### config.mk
export PLATFORM = sky130hd
export DESIGN_NAME = spi_multi_slave_select
export DESIGN_NICKNAME = d
export VERILOG_FILES = /design/src/rtl/spi_multi_slave_select.sv
export SDC_FILE = /design/constraint.sdc
export NUM_CORES = 1
export LEC_CHECK = 0
export ABC_CLOCK_PERIOD_IN_PS = 5560
export CORE_AREA = 2 2 70 121
export CTS_CLUSTER_DIAMETER = 200
export DETAILED_ROUTE_END_ITERATION = 12
export DIE_AREA = 0 0 72 123
export HOLD_SLACK_MARGIN = 0.02
export PLACE_DENSITY = 0.85
export SKIP_LAST_GASP = 1
export SLEW_MARGIN = 20
export SYNTH_ARGS = -nofsm -noshare
export SYNTH_HDL_FRONTEND = slang
export SYNTH_SLANG_ARGS = --single-unit
### constraint.sdc
create_clock -name PCLK -period 5.56 [get_ports PCLK]
set_input_delay 0.834 -clock PCLK [delete_from_list [all_inputs] [get_ports PCLK]]
set_output_delay 0.834 -clock PCLK [all_outputs]
set_load 0.01 [all_outputs]
### src/rtl/spi_multi_slave_select.sv
// SPI master chip-select sequencer: drives one of NUM_SS active-low selects through
// LEAD / XFER / LAG / GAP phases and flags malformed frame requests.
module spi_multi_slave_select #(
    parameter int NUM_SS   = 4,
    parameter int MAX_BITS = 32,
    parameter int DIV_W    = 12,
    parameter int LEAD_CYC = 2,
    parameter int LAG_CYC  = 1,
    parameter int GAP_CYC  = 3,
    parameter int SEL_W    = (NUM_SS > 1) ? $clog2(NUM_SS) : 1,
    parameter int BITS_W   = $clog2(MAX_BITS + 1)
) (
    input  logic              PCLK,
    input  logic              PRESET_n,
    input  logic              mstr_i,
    input  logic              spiswai_i,
    input  logic [1:0]        spi_mode_i,
    input  logic              send_data_i,
    input  logic [SEL_W-1:0]  ss_sel_i,
    input  logic [BITS_W-1:0] frame_bits_i,
    input  logic [DIV_W-1:0]  BaudRateDivisor_i,
    output logic [NUM_SS-1:0] ss_n_o,
    output logic              tip_o,
    output logic              receive_data_o,
    output logic              busy_o,
    output logic              req_err_o
);

    typedef enum logic [2:0] {
        S_IDLE,
        S_LEAD,
        S_XFER,
        S_LAG,
        S_GAP
    } state_t;

    localparam int XLEN_W  = DIV_W + BITS_W;
    localparam int DLY_MAX = (LEAD_CYC > LAG_CYC)
                           ? ((LEAD_CYC > GAP_CYC) ? LEAD_CYC : GAP_CYC)
                           : ((LAG_CYC > GAP_CYC) ? LAG_CYC : GAP_CYC);
    localparam int DLY_W   = (DLY_MAX > 0) ? $clog2(DLY_MAX + 1) : 1;
    localparam int CNT_W   = (XLEN_W > DLY_W) ? XLEN_W : DLY_W;

    // Counters hold "cycles remaining minus one" for the phase being entered.
    localparam logic [CNT_W-1:0] LEAD_LD = (LEAD_CYC > 0) ? CNT_W'(LEAD_CYC - 1) : '0;
    localparam logic [CNT_W-1:0] LAG_LD  = (LAG_CYC  > 0) ? CNT_W'(LAG_CYC  - 1) : '0;
    localparam logic [CNT_W-1:0] GAP_LD  = (GAP_CYC  > 0) ? CNT_W'(GAP_CYC  - 1) : '0;

    localparam state_t AFTER_LAG     = (GAP_CYC > 0) ? S_GAP : S_IDLE;
    localparam state_t AFTER_XFER    = (LAG_CYC > 0) ? S_LAG : AFTER_LAG;
    localparam logic [CNT_W-1:0] AFTER_XFER_LD = (LAG_CYC > 0) ? LAG_LD : GAP_LD;

    localparam logic [SEL_W:0]    NUM_SS_L   = (SEL_W + 1)'(NUM_SS);
    localparam logic [BITS_W-1:0] MAX_BITS_L = BITS_W'(MAX_BITS);

    state_t              r_state;
    logic [CNT_W-1:0]    r_cnt;
    logic [XLEN_W-1:0]   r_xfer_len;
    logic [SEL_W-1:0]    r_sel;

    state_t              w_state_nxt;
    logic [CNT_W-1:0]    w_cnt_nxt;
    logic [SEL_W-1:0]    w_sel_nxt;
    logic [NUM_SS-1:0]   w_ss_n_nxt;
    logic [DIV_W-1:0]    w_div_even;
    logic [XLEN_W-1:0]   w_xfer_len;
    logic                w_en;
    logic                w_req_ok;
    logic                w_accept;
    logic                w_err;
    logic                w_done;

    assign w_en = mstr_i & ~spiswai_i & ((spi_mode_i == 2'b00) | (spi_mode_i == 2'b01));

    // Odd divisors behave as the next lower even value.
    assign w_div_even = BaudRateDivisor_i & ~DIV_W'(1);
    assign w_xfer_len = XLEN_W'(w_div_even) * XLEN_W'(frame_bits_i);

    assign w_req_ok = ({1'b0, ss_sel_i} < NUM_SS_L)
                    & (frame_bits_i != '0)
                    & (frame_bits_i <= MAX_BITS_L)
                    & (w_div_even != '0);

    assign w_accept  = w_en & send_data_i & (r_state == S_IDLE) & w_req_ok;
    assign w_err     = w_en & send_data_i & ~w_accept;
    assign w_sel_nxt = w_accept ? ss_sel_i : r_sel;

    // NOTE: every signal gets a default at the top so no path leaves it unassigned (no latch).
    always_comb begin
        w_state_nxt = r_state;
        w_cnt_nxt   = r_cnt;
        w_done      = 1'b0;
        if (!w_en) begin
            w_state_nxt = S_IDLE;
            w_cnt_nxt   = '0;
        end else begin
            case (r_state)
                S_IDLE: begin
                    if (w_accept) begin
                        if (LEAD_CYC > 0) begin
                            w_state_nxt = S_LEAD;
                            w_cnt_nxt   = LEAD_LD;
                        end else begin
                            w_state_nxt = S_XFER;
                            w_cnt_nxt   = CNT_W'(w_xfer_len - XLEN_W'(1));
                        end
                    end
                end
                S_LEAD: begin
                    if (r_cnt == '0) begin
                        w_state_nxt = S_XFER;
                        w_cnt_nxt   = CNT_W'(r_xfer_len - XLEN_W'(1));
                    end else begin
                        w_cnt_nxt = r_cnt - CNT_W'(1);
                    end
                end
                S_XFER: begin
                    if (r_cnt == '0) begin
                        w_state_nxt = AFTER_XFER;
                        w_cnt_nxt   = AFTER_XFER_LD;
                        w_done      = 1'b1;
                    end else begin
                        w_cnt_nxt = r_cnt - CNT_W'(1);
                    end
                end
                S_LAG: begin
                    if (r_cnt == '0) begin
                        w_state_nxt = AFTER_LAG;
                        w_cnt_nxt   = GAP_LD;
                    end else begin
                        w_cnt_nxt = r_cnt - CNT_W'(1);
                    end
                end
                S_GAP: begin
                    if (r_cnt == '0) begin
                        w_state_nxt = S_IDLE;
                        w_cnt_nxt   = '0;
                    end else begin
                        w_cnt_nxt = r_cnt - CNT_W'(1);
                    end
                end
                default: begin
                    w_state_nxt = S_IDLE;
                    w_cnt_nxt   = '0;
                end
            endcase
        end
    end

    always_comb begin
        w_ss_n_nxt = '1;
        if ((w_state_nxt == S_LEAD) || (w_state_nxt == S_XFER) || (w_state_nxt == S_LAG)) begin
            for (int i = 0; i < NUM_SS; i++) begin
                if (w_sel_nxt == SEL_W'(i)) begin
                    w_ss_n_nxt[i] = 1'b0;
                end
            end
        end
    end

    // NOTE: sequential state uses non-blocking assignments so all registers update together.
    always_ff @(posedge PCLK or negedge PRESET_n) begin
        if (!PRESET_n) begin
            r_state        <= S_IDLE;
            r_cnt          <= '0;
            r_xfer_len     <= '0;
            r_sel          <= '0;
            ss_n_o         <= '1;
            receive_data_o <= 1'b0;
            busy_o         <= 1'b0;
            req_err_o      <= 1'b0;
        end else begin
            r_state        <= w_state_nxt;
            r_cnt          <= w_cnt_nxt;
            if (w_accept) begin
                r_xfer_len <= w_xfer_len;
                r_sel      <= ss_sel_i;
            end
            ss_n_o         <= w_ss_n_nxt;
            receive_data_o <= w_done;
            busy_o         <= (w_state_nxt != S_IDLE);
            req_err_o      <= w_err;
        end
    end

    assign tip_o = ~(&ss_n_o);

endmodule
Yosys cells after proc, flatten, opt, wreduce, memory -nomap -nowiden. Cells that the tools add are included.

Add/sub/neg operators: 2. Multiply operators: 1. $lt $le $gt $ge: 1. Equal/unequal tests: 12. Multiplexer cells: 22. Bitwise gates (word level): 12. Reduce and logical (&&, ||, !) cells: 11.

Operator list (number): two-way mux 18 bit (5); one-hot mux 18 bit (4 select lines) (1); subtractor 18 x 1 -> 18 bit, second input constant (2); zero test 18 bit (1); two-way mux 3 bit (6); multiplier 11 x 6 -> 17 bit (1); one-hot mux 3 bit (5 select lines) (1); == test 3 x 2 -> 1 bit, second input constant (4); nonzero test 12 bit (1); bitwise AND 1 bit (8); two-way mux 1 bit (7); == test 3 x 1 -> 1 bit, second input constant (2); <= comparator 6 bit, second input constant (1); nonzero test 6 bit (1); == test 2 x 1 -> 1 bit, second input constant (2); == test 2 bit, second input constant (2); zero test 2 bit (2); two-way mux 4 bit (1); AND reduction 4 bit (1); == test 3 bit, second input constant (1); zero test 3 bit (1); != test 3 bit, second input constant (1); inverter 1 bit (3); nonzero test 3 bit (1); other kinds (4) (5).

Flip-flop bits (word level): 47. Input port bits: 27.

Longest topological paths before layout. Gate-level depths: netlist of run 1.

Depth in word-level cells: 13. Depth in mapped cells: 14. Mapped depth without buffers: 13.

Worst setup path before layout of run 1. Ideal clock, no wire load.

Path type: input to register. Start point: input port frame_bits_i[4]. End point: register r_xfer_len[17]. Setup time: 0.134 ns. Data arrival time: 4.194 ns. Data required time: 5.426 ns. Path slack: 1.233 ns. Stages on the path: 13. Path buffers: 1. Cells stage by stage: clkbuf_1 -> and2_1 -> fa_1 -> fa_1 -> inv_1 -> fa_1 -> inv_1 -> ha_1 -> o21ai_0 -> nor3_1 -> a2111oi_0 -> a2111o_1 -> o211ai_1.

Cells in the longest elaborated chain, start to end: 4. Elaborated cells between the ends (all ways): 6.

Ends and longest elaborated chain: start: declaration (line 20) `input logic [BITS_W-1:0] frame_bits_i,`; branches (longest 4 deep; another with multiplier 11 x 6 -> 17 bit); end signal: assignment (line 176) `r_xfer_len <= w_xfer_len;`; end: declaration (line 58) `logic [XLEN_W-1:0] r_xfer_len;`.

Parallel ways; which one is timed is not known. A chain may end at the register's enable or synchronous reset.

Worst setup path after layout of run 1.
Start point: input port frame_bits_i[5]. End point: register r_xfer_len[17].

Same word-level chain as after synthesis.

==> flow_metrics.tcl, run 1 <==
set metrics [dict create \
    grtUsageTotal_pct 28.3 \
    grt_overflow 0 \
    ios 35 \
    status "finished clean" \
    p_per_area_nw_per_um2 285 \
    hpwl_um 9370 \
    area_growth_pct 9.79 \
    power_frac_comb_pct 49.8 \
    postCtsSetupBuffers 0 \
    p_int_mw 0.931 \
    via_per_inst 6.54 \
    layout_worst_path_cycle_share_pct 88.9 \
    ys.flop_type "dfrtp_1" \
    die_w_um 72 \
    rows 43 \
    worst-setup-path-type "input port to flip-flop" \
    p_switching_mw 0.630 \
    clock-root-buffer "clkbuf_16" \
    startpoint "frame_bits_i[5]" \
    cts_buffers 5 \
    htree_levels 2 \
    post-route-util_pct 69.2 \
    max_stage_delay_ns 0.63 \
    worstSetupStartpointType "input port" \
    drive_above_1_share_pct 7.01 \
    async_flop_share_pct 100 \
    grt_pass1_vias 4390 \
    pwr-share-seq_pct 30.1 \
    die_y_um 123 \
    n_antenna_cell 0 \
    port_buffers 32 \
    syn_area_um2 4980 \
    r2r_setup_slack_ns 2.50 \
    rsz0062_at_grt "false" \
    drt_wl_total_um 12200 \
    wl_met3_um 529 \
    clock-sinks 47 \
    start_util_pct 63.0 \
    synth_area_per_cell_um2 8.77 \
    met2_length_um 6960 \
    r2r-end "r_cnt[9]$_DFFE_PN0P_" \
    cp.arrival_ns 5.11 \
    fin_nets 675 \
    cts_tree "built" \
    clk_latency_ns 0.29 \
    cts_resized 0 \
    yosysTopAreaCellShare_pct 21.6 \
    dieArea_um2 8860 \
    routedWlPerCell_um 18.1 \
    relSlewSlack_pct 39.6 \
    r2r_cells 7 \
    worst_path_max_delay_cell "clkdlybuf4s50_1" \
    synth_nets 659 \
    vias 4413 \
    grt_max_degree 48 \
    core_um2 7910 \
    dp.cells 667 \
    synth_area_leader_cell "dfrtp_1" \
    hold_class "flip-flop to flip-flop" \
    synth_edf_count 0 \
    power.leakage_nw 2.42 \
    stdcell_area_um2 5470 \
    antenna_left 0 \
    drt-initial-drc-count 251 \
    required_ns 5.72 \
    dpl_cell_area_um2 5310 \
    clock_skew_ns 0.00616 \
    min_to "r_cnt[9]$_DFFE_PN0P_" \
    period_needed_ns 4.94 \
    setup_viol 0 \
    drv_slew 0 \
    total_power_mw 1.56 \
    clk_pin_slew_ns 0.06 \
    crit_top_cell "fa_1" \
    synth_area_leaders "dfrtp_1, fa_1, ha_1" \
    yosys.cell_types.count 67 \
    ys_seq_elements 47 \
    synth_seq_area_share_pct 23.7 \
    hold_start "r_cnt[9]$_DFFE_PN0P_" \
    met1Wirelength_um 4320 \
    gp_congestion 0.902 \
    critPathMaxFanout 13 \
    clkPwrFrac_pct 20.1 \
    r2r_start "r_cnt[0]$_DFFE_PN0P_" \
    fin_setup_tns_ns 0 \
    highest_layer "met4" \
    end_kind "flip-flop" \
    synth_warnings 0 \
    antenna_found_initial 0 \
    swShare_pct 40.4 \
    drv_cap 0 \
    route.detailed.drc 0 \
    report.final.hold_viol_count 0 \
    clockBufferDepth 2 \
    fmax_ghz 0.202 \
    layoutNonFillerInstCount 675 \
    grt_pass1_wl_um 20000 \
    ctsHoldBuffers 0 \
    syn_inst 568 \
    crit_chain "clkdlybuf4s50_1 > and2_1 > fa_1 > fa_1 > inv_1 > fa_1 > inv_1 > ha_1 > o21ai_0 > nor3_1 > a2111oi_0 > a2111o_1 > o211ai_1" \
    drt_first_pass_iters 7 \
    hold_depth 1 \
    tightest_slew_ns 0.902 \
    vdd_ir_drop_max_v 0.000143 \
]
-- critical path, delay by kind of cell --
| kind | cells | cell delay (ns) |
|---|---|---|
| buf+inv | 3 | 0.73 |
| fa+ha+maj | 4 | 1.95 |
| compound gates | 4 | 1.17 |
| simple gates | 2 | 0.41 |
-- layout make-up --
type | instances | area [um2]
tap | 90 | 113
sequential | 47 | 1180
fill | 641 | 2440
inverter | 58 | 218
clock buffer | 8 | 156
timing repair buffer | 38 | 363
multi-input combinational | 434 | 3440
-- metrics by stage --
stage	hold slack [ns]	setup slack [ns]
after CTS	0.520	0.641
final	0.516	0.616
after global routing	0.527	0.366
after floorplan	0.457	1.23
after global placement	0.480	0.416
after detailed placement	0.505	0.354
-- power by group through the flow --
stage | clock (mW) | combinational (mW) | sequential [mW]
after floorplan | 0 | 0.594 | 0.455
after global placement | 0 | 0.730 | 0.469
after detailed placement | 0 | 0.761 | 0.474
after CTS | 0.314 | 0.770 | 0.468
after global routing | 0.329 | 0.870 | 0.481
final | 0.313 | 0.777 | 0.470
-- sequential cells by signal, summed over array words and instances (netlist names) --
signal          count
busy_o              1
r_cnt              18
r_sel               2
r_state             3
r_xfer_len         17
receive_data_o      1
req_err_o           1
ss_n_o              4
-- how the worst max path moves through the flow --
stage,cells past startpoint,to
after floorplan,13,r_xfer_len[17]$_DFFE_PN0P_
after global placement,13,r_xfer_len[17]$_DFFE_PN0P_
after detailed placement,13,r_xfer_len[17]$_DFFE_PN0P_
after CTS,13,r_xfer_len[17]$_DFFE_PN0P_
after global routing,13,r_xfer_len[17]$_DFFE_PN0P_
final,13,r_xfer_len[17]$_DFFE_PN0P_
-- placed cells by master (no fill, tap or decap), types with 5 or more instances in the layout --
cell type,instances
a211oi_1,7
a21oi_1,15
a22o_1,5
a31oi_1,5
and2_1,53
buf_4,7
clkbuf_16,5
clkdlybuf4s50_1,31
dfrtp_1,43
fa_1,37
ha_1,27
inv_1,58
mux2_2,10
nand2_1,39
nand3_1,13
nand4_1,7
nor2_1,25
nor3_1,21
nor4_1,12
o21a_1,8
o21ai_0,32
o22ai_1,14
o2bb2ai_1,5
o31ai_1,5
or3_1,7
xnor2_1,13
xor2_1,8
-- synth_stat cells, types with 4 or more instances --
cell type / n
inv_1: 58
and2_1: 53
dfrtp_1: 43
nand2_1: 39
fa_1: 37
o21ai_0: 32
ha_1: 27
nor2_1: 25
nor3_1: 21
clkbuf_1: 18
a21oi_1: 15
o22ai_1: 14
nand3_1: 13
xnor2_1: 13
nor4_1: 12
mux2_2: 10
o21a_1: 8
xor2_1: 8
a211oi_1: 7
nand4_1: 7
or3_1: 7
buf_2: 6
a22o_1: 5
a31oi_1: 5
o2bb2ai_1: 5
o31ai_1: 5
a32o_1: 4
and3_1: 4
dfstp_2: 4
nand2b_1: 4
or4_1: 4
-- cells by family (layout without fill, tap and decap cells) --
logic type                 count (synthesis)  in the layout  share of synthesized area [%]
DFF                                       47             47                           23.7
adders and majority gates                 64             64                           21.6
buffers and inverters                     87            104                           7.26
and+or+nand+nor                          209            209                           23.2
AOI/OAI and AO/OA                        128            128                           17.8
xor gates and xnor gates                  21             21                           3.69
muxes                                     12             12                           2.69
-- metal layers --
| layer | vias to the layer above | global-route usage, % |
|---|---|---|
| li1 | 2032 | - |
| met1 | 2152 | 29.6 |
| met2 | 193 | 55.3 |
| met3 | 36 | 2.44 |
| met4 | 0 | 13.4 |
| met5 | - | 0 |
Note: power is estimated with default switching activity, not from simulation.
==> inputs of run 2 (changes only) <==
Settings changed: CAP_MARGIN set to 0, DONT_BUFFER_PORTS set to 1, PLACE_DENSITY 0.85 to 0.79, REMOVE_ABC_BUFFERS set to 1.
==> flow_metrics.tcl, run 2 (synthesized netlist as in run 1, its figures left out) <==
set metrics [dict create \
    tightest_slew_ns 0.943 \
    dpl_cell_area_um2 5000 \
    largest_register "r_cnt" \
    clock_skew_ns 0.00641 \
    grt_overflow 0 \
    grt_use_met2_pct 50.8 \
    failed_checks "design-rule violations" \
    cts_tree "built" \
    cts_buffers 5 \
    largest_reg_flops 18 \
    rows 43 \
    drive_above_1_share_pct 7.41 \
    report.final.hold_viol_count 0 \
    worstSetupStartpointType "input port" \
    total_power_mw 1.55 \
    worst-setup-path-type "input port to flip-flop" \
    use_met1_pct 29.4 \
    clk_pin_slew_ns 0.06 \
    vias 4143 \
    fmax_ghz 0.244 \
    drv_slew 0 \
    htree_levels 2 \
    r2r_cells 7 \
    power.leakage_nw 2.30 \
    final_common_cell "inv_1" \
    fin_setup_tns_ns 0 \
    grtUsageTotal_pct 27.1 \
    ctsHoldBuffers 0 \
    setup_viol 0 \
    routedWlPerCell_um 17.7 \
    critPathMaxFanout 13 \
    layout_worst_path_cycle_share_pct 73.6 \
    cp.arrival_ns 4.26 \
    top_usage_layer "met2" \
    grt_pass1_wl_um 19100 \
    start_util_pct 63.0 \
    post-route-util_pct 65.4 \
    die_y_um 123 \
    die_w_um 72 \
    stdcell_area_um2 5170 \
    dp.cells 635 \
    dp_slack_ns 1.17 \
    vdd_ir_drop_max_v 0.000212 \
    fin_nets 643 \
    reg.largest.list "r_cnt x18, r_xfer_len x17, ss_n_o x4" \
    holdWs_ns 0.233 \
    drt_first_pass_iters 9 \
    ios 35 \
    p_per_area_nw_per_um2 299 \
    antenna_found_initial 0 \
    n_antenna_cell 0 \
    route.detailed.drc 1 \
    drt-initial-drc-count 287 \
    clock-root-buffer "clkbuf_16" \
    port_buffers 0 \
    end_kind "flip-flop" \
    layoutNonFillerInstCount 643 \
    core_um2 7910 \
    required_ns 5.73 \
    area_growth_pct 3.77 \
    hold_class "input port to asynchronous set/reset pin" \
    drv_cap 0 \
    via_per_inst 6.44 \
    grt_max_degree 48 \
    grt_pass1_vias 4283 \
    mostFrequentLayoutCells "inv_1, and2_1, dfrtp_1" \
    dieArea_um2 8860 \
    drt_wl_total_um 11400 \
    antenna_left 0 \
    grt_use_met3_pct 3.91 \
    hpwl_um 8760 \
    cts_resized 0 \
    clockBufferDepth 2 \
    relSlewSlack_pct 36.8 \
    period_needed_ns 4.09 \
    clk_latency_ns 0.29 \
    status "finished with violations" \
    postCtsSetupBuffers 0 \
    clock-sinks 47 \
    gp_congestion 0.861 \
    rsz0062_at_grt "false" \
    fin_ws_ns 1.47 \
]
-- run 2: changes by cell type in the layout (fill, tap and decap cells not counted), sizes merged --
cell and change:
clkinv +1, clkdlybuf4s50 -31, buf -1, clkbuf -2, bufinv +1
-- run 2: path summary, 6_finish.rpt --
kind	startpoint	endpoint	slack, ns
worst max-delay path	frame_bits_i[5]	r_xfer_len[17]$_DFFE_PN0P_	1.47
worst min-delay path	PRESET_n	r_cnt[10]$_DFFE_PN0P_	0.23
worst max register to register	r_cnt[0]$_DFFE_PN0P_	r_cnt[9]$_DFFE_PN0P_	2.47
worst min register to register	r_cnt[6]$_DFFE_PN0P_	r_cnt[6]$_DFFE_PN0P_	0.49
max in group asynchronous	PRESET_n	ss_n_o[2]$_DFF_PN1_	5.13
min in group PCLK	r_cnt[6]$_DFFE_PN0P_	r_cnt[6]$_DFFE_PN0P_	0.49
-- run 2: worst max-delay path, cell delays in order --
cell,delay [ns]
and2_1,0.15
fa_1,0.50
fa_1,0.55
inv_1,0.05
fa_1,0.53
inv_1,0.04
ha_1,0.37
o21ai_0,0.32
nor3_1,0.10
a2111oi_0,0.50
a2111o_1,0.23
o211ai_1,0.08
-- run 2: area by class of cell --
class | instances | area, um2
clock buffers | 6 | 139
clock inverters | 2 | 35.0
flip-flops and latches | 47 | 1180
well taps | 90 | 113
inverters | 58 | 218
multi-input cells | 434 | 3440
fillers | 686 | 2740
repair buffers | 6 | 45.0
-- run 2: where the power goes --
| part | internal [mW] | leakage (nW) | total, mW | switching (mW) |
|---|---|---|---|---|
| registers | 0.398 | 0.614 | 0.468 | 0.0700 |
| logic | 0.325 | 1.60 | 0.729 | 0.404 |
| clock network | 0.223 | 0.0868 | 0.349 | 0.125 |
-- run 2: layer usage --
| layer | up-vias | part of all wire, % |
|---|---|---|
| met5 | - | 0 |
| met4 | 0 | 2.8 |
| met3 | 30 | 3.7 |
| met2 | 136 | 56 |
| met1 | 2017 | 37 |
| li1 | 1960 | - |
